$ cat config.mk
export PLATFORM = sky130hd
export DESIGN_NAME = q_updater
export DESIGN_NICKNAME = d
export VERILOG_FILES = /design/src/rtl/q_updater.sv
export SDC_FILE = /design/constraint.sdc
export NUM_CORES = 1
export LEC_CHECK = 0
export ABC_AREA = 1
export CORE_UTILIZATION = 60
export CTS_CLUSTER_DIAMETER = 50
export CTS_CLUSTER_SIZE = 14
export DETAILED_ROUTE_END_ITERATION = 16
export GPL_TIMING_DRIVEN = 0
export PLACE_DENSITY_LB_ADDON = 0.05
export SYNTH_ARGS = -nofsm -noshare
export SYNTH_HDL_FRONTEND = slang
export SYNTH_SLANG_ARGS = --single-unit
$ cat constraint.sdc
create_clock -name clk -period 11.99 [get_ports clk]
set_clock_uncertainty 0.1 [all_clocks]
set_input_delay 1.7985 -clock clk [delete_from_list [all_inputs] [get_ports clk]]
set_output_delay 1.7985 -clock clk [all_outputs]
set_load 0.005 [all_outputs]
$ cat src/rtl/q_updater.sv
`timescale 1ns/1ps
// q_updater: pipelined Q-learning update feeding the memory interface stage.
// Q_new = Q_old + 2^-alpha_sh * (R + (1 - 2^-gamma_sh) * max(D_next) - Q_old),
// saturated to Q_WIDTH. Four compute stages plus a registered output stage.
// Every stage advances together unless the output is stalled.
module q_updater #(
    parameter int Q_WIDTH  = 16,
    parameter int R_WIDTH  = 16,
    parameter int SH_WIDTH = 4
) (
    input  logic                        clk,
    input  logic                        rst,
    input  logic                        in_valid,
    output logic                        in_ready,
    input  logic [4*Q_WIDTH-1:0]        D_next,
    input  logic signed [Q_WIDTH-1:0]   Q_old,
    input  logic signed [R_WIDTH-1:0]   R,
    input  logic [SH_WIDTH-1:0]         alpha_sh,
    input  logic [SH_WIDTH-1:0]         gamma_sh,
    output logic                        out_valid,
    input  logic                        out_ready,
    output logic signed [Q_WIDTH-1:0]   Q_new,
    output logic signed [Q_WIDTH-1:0]   q_max,
    output logic [1:0]                  best_road,
    output logic                        sat_flag,
    output logic [31:0]                 upd_cnt
);

    // Two guard bits cover R + gq and the later subtraction of Q_old.
    localparam int TW = Q_WIDTH + 2;
    localparam logic signed [Q_WIDTH-1:0] QN_HI = {1'b0, {(Q_WIDTH-1){1'b1}}};
    localparam logic signed [Q_WIDTH-1:0] QN_LO = {1'b1, {(Q_WIDTH-1){1'b0}}};
    localparam logic signed [TW-1:0]      SAT_HI = TW'(QN_HI);
    localparam logic signed [TW-1:0]      SAT_LO = TW'(QN_LO);

    logic stall, advance, accept, rdy_en;

    // Ready is held off until the first edge after reset release.
    assign stall    = out_valid && !out_ready;
    assign advance  = !stall;
    assign in_ready = rdy_en && !stall;
    assign accept   = in_valid && in_ready;

    // Pair compares on the incoming beat; ties keep the lower road.
    logic signed [Q_WIDTH-1:0] d0, d1, d2, d3;
    logic                      p01_hi, p23_hi;
    assign d0 = D_next[0*Q_WIDTH +: Q_WIDTH];
    assign d1 = D_next[1*Q_WIDTH +: Q_WIDTH];
    assign d2 = D_next[2*Q_WIDTH +: Q_WIDTH];
    assign d3 = D_next[3*Q_WIDTH +: Q_WIDTH];
    assign p01_hi = d1 > d0;
    assign p23_hi = d3 > d2;

    logic                      v1, v2, v3, v4;
    logic signed [Q_WIDTH-1:0] s1_a, s1_b, s1_qo;
    logic                      s1_ai, s1_bi;
    logic signed [R_WIDTH-1:0] s1_r;
    logic [SH_WIDTH-1:0]       s1_alpha, s1_gamma;

    logic signed [Q_WIDTH-1:0] s2_qmax, s2_qo;
    logic [1:0]                s2_best;
    logic signed [R_WIDTH-1:0] s2_r;
    logic [SH_WIDTH-1:0]       s2_alpha, s2_gamma;

    logic signed [TW-1:0]      s3_target;
    logic signed [Q_WIDTH-1:0] s3_qmax, s3_qo;
    logic [1:0]                s3_best;
    logic [SH_WIDTH-1:0]       s3_alpha;

    logic signed [TW-1:0]      s4_sum;
    logic signed [Q_WIDTH-1:0] s4_qmax;
    logic [1:0]                s4_best;

    // Final compare between pair winners; the lower pair wins a tie.
    logic                      b_hi;
    logic signed [Q_WIDTH-1:0] qmax_c;
    logic [1:0]                best_c;
    assign b_hi   = s1_b > s1_a;
    assign qmax_c = b_hi ? s1_b : s1_a;
    assign best_c = b_hi ? {1'b1, s1_bi} : {1'b0, s1_ai};

    // Discounted max: gamma_sh = 0 cancels to zero.
    logic signed [TW-1:0] qmax_x, gq, target_c;
    assign qmax_x   = TW'(s2_qmax);
    assign gq       = qmax_x - (qmax_x >>> s2_gamma);
    assign target_c = TW'(s2_r) + gq;

    // Arithmetic shift floors the scaled error toward -inf.
    logic signed [TW-1:0] qo_x, err, delta, sum_c;
    assign qo_x  = TW'(s3_qo);
    assign err   = s3_target - qo_x;
    assign delta = err >>> s3_alpha;
    assign sum_c = qo_x + delta;

    logic                      clip_hi, clip_lo;
    logic signed [Q_WIDTH-1:0] qn_c;
    assign clip_hi = s4_sum > SAT_HI;
    assign clip_lo = s4_sum < SAT_LO;
    assign qn_c    = clip_hi ? QN_HI : (clip_lo ? QN_LO : s4_sum[Q_WIDTH-1:0]);

    // Input readiness enable after reset.
    always_ff @(posedge clk or negedge rst) begin
        if (!rst) rdy_en <= 1'b0;
        else      rdy_en <= 1'b1;
    end

    // Stage registers S1..S4; the whole pipe freezes on stall.
    always_ff @(posedge clk or negedge rst) begin
        if (!rst) begin
            {v1, v2, v3, v4} <= '0;
            s1_a <= '0; s1_b <= '0; s1_ai <= 1'b0; s1_bi <= 1'b0;
            s1_r <= '0; s1_qo <= '0; s1_alpha <= '0; s1_gamma <= '0;
            s2_qmax <= '0; s2_best <= '0; s2_r <= '0; s2_qo <= '0;
            s2_alpha <= '0; s2_gamma <= '0;
            s3_target <= '0; s3_qmax <= '0; s3_best <= '0; s3_qo <= '0; s3_alpha <= '0;
            s4_sum <= '0; s4_qmax <= '0; s4_best <= '0;
        end else if (advance) begin
            v1 <= accept;
            v2 <= v1;
            v3 <= v2;
            v4 <= v3;
            s1_a     <= p01_hi ? d1 : d0;
            s1_ai    <= p01_hi;
            s1_b     <= p23_hi ? d3 : d2;
            s1_bi    <= p23_hi;
            s1_r     <= R;
            s1_qo    <= Q_old;
            s1_alpha <= alpha_sh;
            s1_gamma <= gamma_sh;
            s2_qmax  <= qmax_c;
            s2_best  <= best_c;
            s2_r     <= s1_r;
            s2_qo    <= s1_qo;
            s2_alpha <= s1_alpha;
            s2_gamma <= s1_gamma;
            s3_target <= target_c;
            s3_qmax   <= s2_qmax;
            s3_best   <= s2_best;
            s3_qo     <= s2_qo;
            s3_alpha  <= s2_alpha;
            s4_sum    <= sum_c;
            s4_qmax   <= s3_qmax;
            s4_best   <= s3_best;
        end
    end

    // Registered outputs, sticky saturation flag and accepted-result counter.
    always_ff @(posedge clk or negedge rst) begin
        if (!rst) begin
            out_valid <= 1'b0;
            Q_new     <= '0;
            q_max     <= '0;
            best_road <= '0;
            sat_flag  <= 1'b0;
            upd_cnt   <= '0;
        end else begin
            if (advance) begin
                out_valid <= v4;
                if (v4) begin
                    Q_new     <= qn_c;
                    q_max     <= s4_qmax;
                    best_road <= s4_best;
                    if (clip_hi || clip_lo) sat_flag <= 1'b1;
                end
            end
            if (out_valid && out_ready) upd_cnt <= upd_cnt + 32'd1;
        end
    end

endmodule

==> flow_summary.toml, run 1 <==
[worst_setup_path]
critPathLaunchType = "primary input"
r2r_end = "s4_sum[16]$_DFFE_PN0N_"
critical_path_class = "in2out"
crit_family = "buffers and inverters"
cp_cell_sequence = "clkdlybuf4s50_1 -> nor2_1 -> clkbuf_1 -> nor2_1 -> clkdlybuf4s50_1"
rr_worst_depth = 28
crit_end = "in_ready"
slowest_stage = "nor2_1"
rrSetupSlack_ns = 7.34
startpoint = "out_ready"
arrival_ns = 4.24
critical_path_depth = 5
worstReg2RegStart = "s3_qo[0]$_DFFE_PN0N_"
cp_max_fo = 10
slowest_delay_ns = 0.70
crit_path_end_kind = "primary output"
cp_data_required_time_ns = 10.09
crit_buf_inv = 3

[detailed_routing]
antenna_left = 0
drc = 0
drt-met1-wl_mm = 20.23
met3_length_mm = 2.324
drtIter0Drc = 1254
top_layer = "met4"
wl_per_cell_um = 16.54
first_pass_iters = 6
wl_met2_mm = 24.64
via_per_inst = 5.510
num_vias = 16330
wl_mm = 49.03

[clocking]
clockRootBuffer = "clkbuf_16"
cts-buffers-inserted = 35
clk_pin_slew_ns = 0.06
clk_path_buf_depth = 3
cts.sinks = 297
cts-htree-levels = 2
cts_resized = 0
cts_tree = "built"
cts-hold-fix-buffers = 0
post_cts_buffers = 0
clkLatencyLatePin_ns = 0.53

[global_routing]
grt_max_degree = 120
grt_pass1_vias = 16030
track_usage_pct = 33.02
antenna_found_initial = 0
grt_pass1_wl_mm = 79.58
grt_overflow = 0

[die]
die_x_um = 172.9
pin_count = 177
coreArea_um2 = 28700
die_y_um = 172.9
die_area_um2 = 29890
rows = 62
initial_utilization_pct = 61.04

[min_path]
min-delay-start = "upd_cnt[31]$_DFFE_PN0P_"
hold_path_class = "reg2reg"

[synthesis]
synth_edf_count = 0
synthMostInstantiatedCell = "nand2_1"
postSynthCellCount = 2343
synthFlopType = "dfrtp_1"
synth_area_per_cell_um2 = 7.477
netlist_area_um2 = 17520
async_flop_share_pct = 100.0
synth_seq_area_share_pct = 42.42
ys_ff_latch = 297
netlist.area_leader.share_pct = 42.42
synthTopCellsByArea = "dfrtp_1 42%, nand2_1 17%, ha_1 7.1%, o21ai_0 6.2%, inv_1 6.2%"
synth_common_cells = "798 x nand2_1, 297 x dfrtp_1, 289 x inv_1"
synth_warnings = 0
synth_nets = 2568
synth_top_area_cell = "dfrtp_1"
ys_types = 44

[layout]
drive_gt1_share_pct = 3.992
fin_nets = 2783
antennaDiodeCount = 0
stdcell_count = 2964
max_flop_register = "upd_cnt"
largest_reg_flops = 32
area.growth.synth_to_final_pct = 19.72
reg.largest.list = "upd_cnt x32, s3_target x18, s4_sum x18"

[timing]
relSlewSlack_pct = 27.68
worstMarginPinSlew_ns = 1.085
period_needed_ns = 6.142
fin_crit_sh_pct = 51.23
grt_setup_unrepaired = "no"
setup_viol = 0
finalHoldViolCount = 0
fmax_mhz = 162.8
drv_slew = 0

[run_status]
status = "finished, final reports clean"

[placement]
dp_hpwl_mm = 37.32
io_buffers = 176
dp.cells = 2905
gp_congestion = 0.9665

[flow_run]
cap_violations = 0
## cell type report
| cell class | count | area (µm²) |
|---|---|---|
| Sequential cell | 297 | 7432 |
| Clock buffer | 41 | 939.7 |
| Tap cell | 384 | 480.5 |
| Multi-Input combinational cell | 1661 | 8633 |
| Fill cell | 2303 | 7729 |
| Inverter | 298 | 1119 |
| Clock inverter | 18 | 212.7 |
| Buffer | 87 | 335.3 |
| Timing Repair Buffer | 178 | 1822 |
## worst min path at each step
stage,to,slack [ns],cells after the start
floorplan,out_valid$_DFFE_PN0N_,0.33,2
global placement,s3_best[1]$_DFFE_PN0N_,0.35,2
detailed placement,s2_qo[4]$_DFFE_PN0N_,0.36,2
CTS,upd_cnt[31]$_DFFE_PN0P_,0.37,1
global route,s2_qo[15]$_DFFE_PN0N_,0.39,2
finish,upd_cnt[31]$_DFFE_PN0P_,0.37,1
## cell families (layout without fill, tap and decap cells)
group / Yosys count / after routing / synth area share, %
muxes: 3 / 3 / 0.1714
other: 1 / 1 / 0.02140
AOI/OAI and AO/OA: 356 / 356 / 10.63
xor gates and xnor gates: 42 / 42 / 2.100
DFF: 297 / 297 / 42.42
and+or+nand+nor: 1142 / 1142 / 27.27
adders and majority gates: 117 / 117 / 9.084
buffers and inverters: 385 / 622 / 8.299
## per-layer routing
layer / vias up / global-route usage (%)
met5: - / 0
met1: 7805 / 41.91
met2: 493 / 57.83
met3: 110 / 3.936
li1: 7924 / -
met4: 0 / 12.68
## worst reg2reg max path, delay by kind of cell, from the launching register on
family	cells	cell delay, ns
adder cells (fa/ha/maj)	4	1.11
flip-flops	1	0.41
AND/OR/NAND/NOR	18	1.76
AO/OA/AOI/OAI	4	0.98
buffers and inverters	2	0.18
## metrics by stage
stage	TNS (ns)	worst slack, ns	hold WS, ns	instance area, µm²	utilization [%]
after floorplan	0	7.559	0.3317	17520	-
after global placement	-981.97	-3.347	0.3534	19760	68.85
after detailed placement	0	5.876	0.3565	19820	69.06
after CTS	0	5.874	0.3744	20970	73.07
after global routing	0	5.762	0.3890	20970	73.07
final	0	5.848	0.3718	20970	73.07
## placed cells by master, fill, tap and decap left out, types with 3 or more instances in the layout
cell and count:
a21o_1 6, a21oi_1 95, buf_2 7, clkbuf_1 81, clkbuf_16 36, clkdlybuf4s50_1 175, clkinv_4 5, clkinv_8 5
dfrtp_1 297, fa_1 17, ha_1 100, inv_1 289, inv_2 7, inv_6 3, mux2i_1 3, nand2_1 798
nand2_2 4, nand3_1 160, nand3_2 6, nand3b_1 3, nand4_1 42, nor2_1 92, nor2_2 4, nor3_1 12
o211ai_1 12, o21ai_0 217, o21ai_1 12, o21bai_1 4, o31ai_1 3, or2_2 10, xnor2_1 21, xor2_1 21
Power of run 1 is left out: the tool's default activity adds up to more than one toggle a clock period on the data nets, which glitch-free logic cannot reach.
==> run 2, diff against run 1 <==
--- a/config.mk
+++ b/config.mk
@@ -6,7 +6,7 @@
 export NUM_CORES = 1
 export LEC_CHECK = 0
 export ABC_AREA = 1
-export CORE_UTILIZATION = 60
+export CORE_UTILIZATION = 58
 export CTS_CLUSTER_DIAMETER = 50
 export CTS_CLUSTER_SIZE = 14
 export DETAILED_ROUTE_END_ITERATION = 16
==> constraint.sdc (replaced) <==
create_clock -name clk -period 6.2 [get_ports clk]
set_clock_uncertainty 0.1 [all_clocks]
set_input_delay 0.93 -clock clk [delete_from_list [all_inputs] [get_ports clk]]
set_output_delay 0.93 -clock clk [all_outputs]
set_load 0.005 [all_outputs]
==> run 2 against run 1 <==
  * Clock-buffer cell count fell by 3
  * Cell count rose by 0.10%
  * First-iteration DRC count fell by 11%
  * Setup slack got worse by 4.2 ns
  * Cell area fell by 0.10%
  * Largest cell class unchanged
==> flow_summary.toml, run 2 (synthesized netlist as in run 1, its figures left out) <==
[layout]
area.growth.synth_to_final_pct = 19.60
reg.largest.list = "upd_cnt x32, s3_target x18, s4_sum x18"
layout_common_cells = "798 x nand2_1, 297 x dfrtp_1, 289 x inv_1"
stdcell_count = 2967
fin_nets = 2782
seqCellArea_um2 = 7432
final_common_cell = "nand2_1"
largest_reg_flops = 32
n_fill_cell = 2457
antennaDiodeCount = 0
max_flop_register = "upd_cnt"
drive_gt1_share_pct = 3.919
multi_input_comb_area_um2 = 8633

[worst_setup_path]
crit_top_cell = "nand2_1"
arrival_ns = 4.81
slowest_stage = "dfrtp_1"
critical_path_class = "reg2reg"
crit_path_end_kind = "flip-flop"
cp_data_required_time_ns = 6.49
critPathLaunchType = "flip-flop"
slowest_delay_ns = 0.44
rrSetupSlack_ns = 1.69
crit_family = "simple AND/OR/NAND/NOR gates"
crit_buf_inv = 3
cp_max_fo = 6

[timing]
tns_ns = 0
drv_slew = 0
period_needed_ns = 4.515
worstMarginPinSlew_ns = 1.043
setup_viol = 0
grt_setup_unrepaired = "no"
fmax_mhz = 221.5
relSlewSlack_pct = 30.46
finalHoldViolCount = 0
fin_crit_sh_pct = 72.82

[global_routing]
grt_max_degree = 117
antenna_found_initial = 0
track_usage_pct = 32.42
grt_pass1_vias = 15920
grt_overflow = 0
grt_pass1_wl_mm = 78.94

[clocking]
cts-buffers-inserted = 34
cts.sinks = 297
post_cts_buffers = 0
clk_pin_slew_ns = 0.07
clk_path_buf_depth = 3
clockRootBuffer = "clkbuf_16"
cts_resized = 0
clkLatencyLatePin_ns = 0.53
cts-hold-fix-buffers = 0
cts_tree = "built"
cts-htree-levels = 2

[placement]
dp_hpwl_mm = 37.79
io_buffers = 176
gp_congestion = 0.9457
dp.cells = 2911

[die]
rows = 63
die_x_um = 175.8
die_y_um = 175.8
pin_count = 177
die_area_um2 = 30900
coreArea_um2 = 29640
initial_utilization_pct = 59.11

[detailed_routing]
wl_per_cell_um = 16.51
wl_mm = 48.99
via_per_inst = 5.482
drtIter0Drc = 1121
drc = 0
first_pass_iters = 6
antenna_left = 0
num_vias = 16260

[run_status]
status = "finished, final reports clean"

[flow_run]
cap_violations = 0

[min_path]
hold_path_class = "in2async"
run 2: cell types whose count changed in the layout (fill, tap and decap cells not counted), sizes merged:
cell | before | now
bufinv | 1 | 2
clkbuf | 119 | 116
clkinv | 13 | 12
clkinvlp | 2 | 3
inv | 300 | 299
run 2: final cells by class:
cell class | count | area share, %
Sequential cell | 297 | 35.47
Tap cell | 390 | 2.329
Clock inverter | 18 | 1.081
Clock buffer | 38 | 4.282
Buffer | 87 | 1.600
Inverter | 298 | 5.339
Timing Repair Buffer | 178 | 8.695
Multi-Input combinational cell | 1661 | 41.20
run 2: per-layer routing:
layer  GRT usage (%)  share of wire (%)
met5               0                  0
met4           13.84                4.2
met3           3.896                4.4
met2           55.71                 50
met1           41.29                 42
run 2: final timing paths:
| kind | from | to | depth (start not counted) |
|---|---|---|---|
| worst max-delay path | s3_qo[9]$_DFFE_PN0N_ | s4_sum[16]$_DFFE_PN0N_ | 28 |
| worst min-delay path | rst | Q_new[10]$_DFFE_PN0P_ | 1 |
| worst max register to register | s3_qo[9]$_DFFE_PN0N_ | s4_sum[16]$_DFFE_PN0N_ | 28 |
| worst min register to register | upd_cnt[31]$_DFFE_PN0P_ | upd_cnt[31]$_DFFE_PN0P_ | 1 |
| max in group asynchronous | rst | upd_cnt[23]$_DFFE_PN0P_ | 3 |
| min in group clk | upd_cnt[31]$_DFFE_PN0P_ | upd_cnt[31]$_DFFE_PN0P_ | 1 |
run 2: metrics by stage:
stage | hold slack [ns] | util, % | instance area [µm²] | worst slack [ns]
3_5_place_dp | 0.3613 | 66.90 | 19830 | 1.726
3_3_place_gp | 0.3554 | 66.70 | 19770 | -8.351
5_1_grt | 0.3286 | 70.69 | 20950 | 1.238
4_1_cts | 0.2901 | 70.69 | 20950 | 1.712
6_report | 0.2576 | 70.69 | 20950 | 1.685
2_1_floorplan | 0.3317 | - | 17520 | 2.405
Power of run 2 is left out for the same reason.
==> run 3, diff against run 2 <==
==> constraint.sdc (replaced) <==
create_clock -name clk -period 4.3 [get_ports clk]
set_clock_uncertainty 0.1 [all_clocks]
set_input_delay 0.645 -clock clk [delete_from_list [all_inputs] [get_ports clk]]
set_output_delay 0.645 -clock clk [all_outputs]
set_load 0.005 [all_outputs]
==> run 3 against run 2 <==
  * The run now ends with hold timing left
  * Critical path depth shrank 2
  * Non-clock buffer count grew 4
  * Wire length grew 0.33%
  * Die area is the same
  * Core utilization grew 0.58 points
  * Cell area grew 0.82%
  * Critical endpoint is now s4_sum[10]$_DFFE_PN0N_
  * Largest cell class unchanged
  * Highest routed layer unchanged
==> flow_summary.toml, run 3 (synthesized netlist as in run 1, its figures left out) <==
[die]
rows = 63
die_area_um2 = 30900
die_y_um = 175.8
initial_utilization_pct = 59.11
pin_count = 177
die_x_um = 175.8
coreArea_um2 = 29640

[clocking]
cts_tree = "built"
clk_pin_slew_ns = 0.07
cts.sinks = 297
cts-htree-levels = 2
clockRootBuffer = "clkbuf_16"
cts-hold-fix-buffers = 0
cts-buffers-inserted = 34
clkLatencyLatePin_ns = 0.54
clk_path_buf_depth = 3

[placement]
gp_congestion = 0.9457
io_buffers = 176
placed_area_um2 = 19830
dp_hpwl_mm = 37.79

[layout]
n_fill_cell = 2450
stdcell_area_um2 = 21120
drive_gt1_share_pct = 5.773
antennaDiodeCount = 0
fin_nets = 2786
layout_common_cells = "790 x nand2_1, 292 x dfrtp_1, 287 x inv_1"
largest_reg_flops = 32
max_flop_register = "upd_cnt"
final_common_cell = "nand2_1"
reg.largest.list = "upd_cnt x32, s3_target x18, s4_sum x18"
area.growth.synth_to_final_pct = 20.58

[timing]
drv_slew = 0
setup_viol = 0
worstMarginPinSlew_ns = 1.040
fmax_mhz = 246.9
finalHoldViolCount = 5
period_needed_ns = 4.051
relSlewSlack_pct = 30.64
holdWs_ns = -0.03192
fin_crit_sh_pct = 94.20

[worst_setup_path]
crit_path_end_kind = "flip-flop"
arrival_ns = 4.37
cp_data_required_time_ns = 4.62
cp_max_fo = 6
critical_path_class = "reg2reg"
critPathLaunchType = "flip-flop"

[global_routing]
grt_pass1_vias = 15940
grt_max_degree = 117
grt_pass1_wl_mm = 79.04
grt_overflow = 0
antenna_found_initial = 0
track_usage_pct = 32.45

[run_status]
status = "complete, but fails checks"
violations = "hold timing"

[min_path]
hold_path_class = "in2async"

[detailed_routing]
first_pass_iters = 6
via_per_inst = 5.460
wl_per_cell_um = 16.54
drtIter0Drc = 1141
wl_mm = 49.15
drc = 0
antenna_left = 0
num_vias = 16220

[flow_run]
cap_violations = 0
-- run 3: cell types whose count changed in the layout (fill, tap and decap cells not counted), sizes merged --
| cell | change |
|---|---|
| buf | +4 |
-- run 3: area by class of cell --
| cell class | count | area [µm²] | area share [%] |
|---|---|---|---|
| Clock buffer | 38 | 897.1 | 4.247 |
| Clock inverter | 18 | 226.5 | 1.072 |
| Multi-Input combinational cell | 1661 | 8765 | 41.49 |
| Buffer | 87 | 339.1 | 1.605 |
| Tap cell | 390 | 488.0 | 2.310 |
| Timing Repair Buffer | 182 | 1852 | 8.766 |
| Sequential cell | 297 | 7438 | 35.21 |
| Inverter | 298 | 1119 | 5.295 |
-- run 3: final timing paths --
check | slack, ns | startpoint | cells after the start | endpoint
min | -0.03 | rst | 1 | Q_new[10]$_DFFE_PN0P_
max | 0.25 | s3_qo[10]$_DFFE_PN0N_ | 26 | s4_sum[10]$_DFFE_PN0N_
max reg2reg | 0.25 | s3_qo[10]$_DFFE_PN0N_ | 26 | s4_sum[10]$_DFFE_PN0N_
min reg2reg | 0.37 | upd_cnt[31]$_DFFE_PN0P_ | 1 | upd_cnt[31]$_DFFE_PN0P_
min in group clk | 0.37 | upd_cnt[31]$_DFFE_PN0P_ | 1 | upd_cnt[31]$_DFFE_PN0P_
max in group asynchronous | 2.64 | rst | 3 | upd_cnt[30]$_DFFE_PN0P_
-- run 3: stage by stage --
stage	setup TNS, ns	util [%]	worst slack [ns]	instances
global placement	-2948.10	66.70	-9.966	2909
finish	0	71.27	0.2494	2971
CTS	0	70.74	0.01529	2967
global route	-0.07292	71.27	-0.03194	2971
detailed placement	-0.4701	66.90	-0.1735	2911
floorplan	0	-	0.5054	2343
-- run 3: per-layer routing --
layer / GRT usage, % / wire (µm) / vias up
met2: 55.73 / 24390 / 462
met5: 0 / 0 / -
met1: 41.34 / 20390 / 7733
met3: 3.918 / 2287 / 99
li1: - / - / 7929
met4: 13.91 / 2094 / 0
-- run 3: worst max-delay path, stage by stage, from the launching register on --
cell and delay (ns):
dfrtp_1 0.44, inv_1 0.08, ha_1 0.38, nand2_1 0.11, nand2_1 0.08, o21bai_2 0.22
a21oi_2 0.15, nand3_1 0.12, nand3_1 0.15, nand3_2 0.09, nand2_1 0.09, nand2_1 0.07
nand3_1 0.10, nand2_1 0.06, ha_2 0.20, fa_1 0.38, nand2_1 0.10, nand2_1 0.08
o21ai_2 0.09, o21ai_2 0.12, inv_2 0.09, o21ai_4 0.07, nand3_1 0.09, nand2_1 0.06
or2_2 0.28, nand3_1 0.08, nand2_1 0.06
-- run 3: what timing repair did --
action,4_1_cts,5_1_grt
setup buffers,0,4
gates resized for setup,5,51
endpoints found under the setup margin,4,17
pin swaps,0,2
Power of run 3 is left out for the same reason.
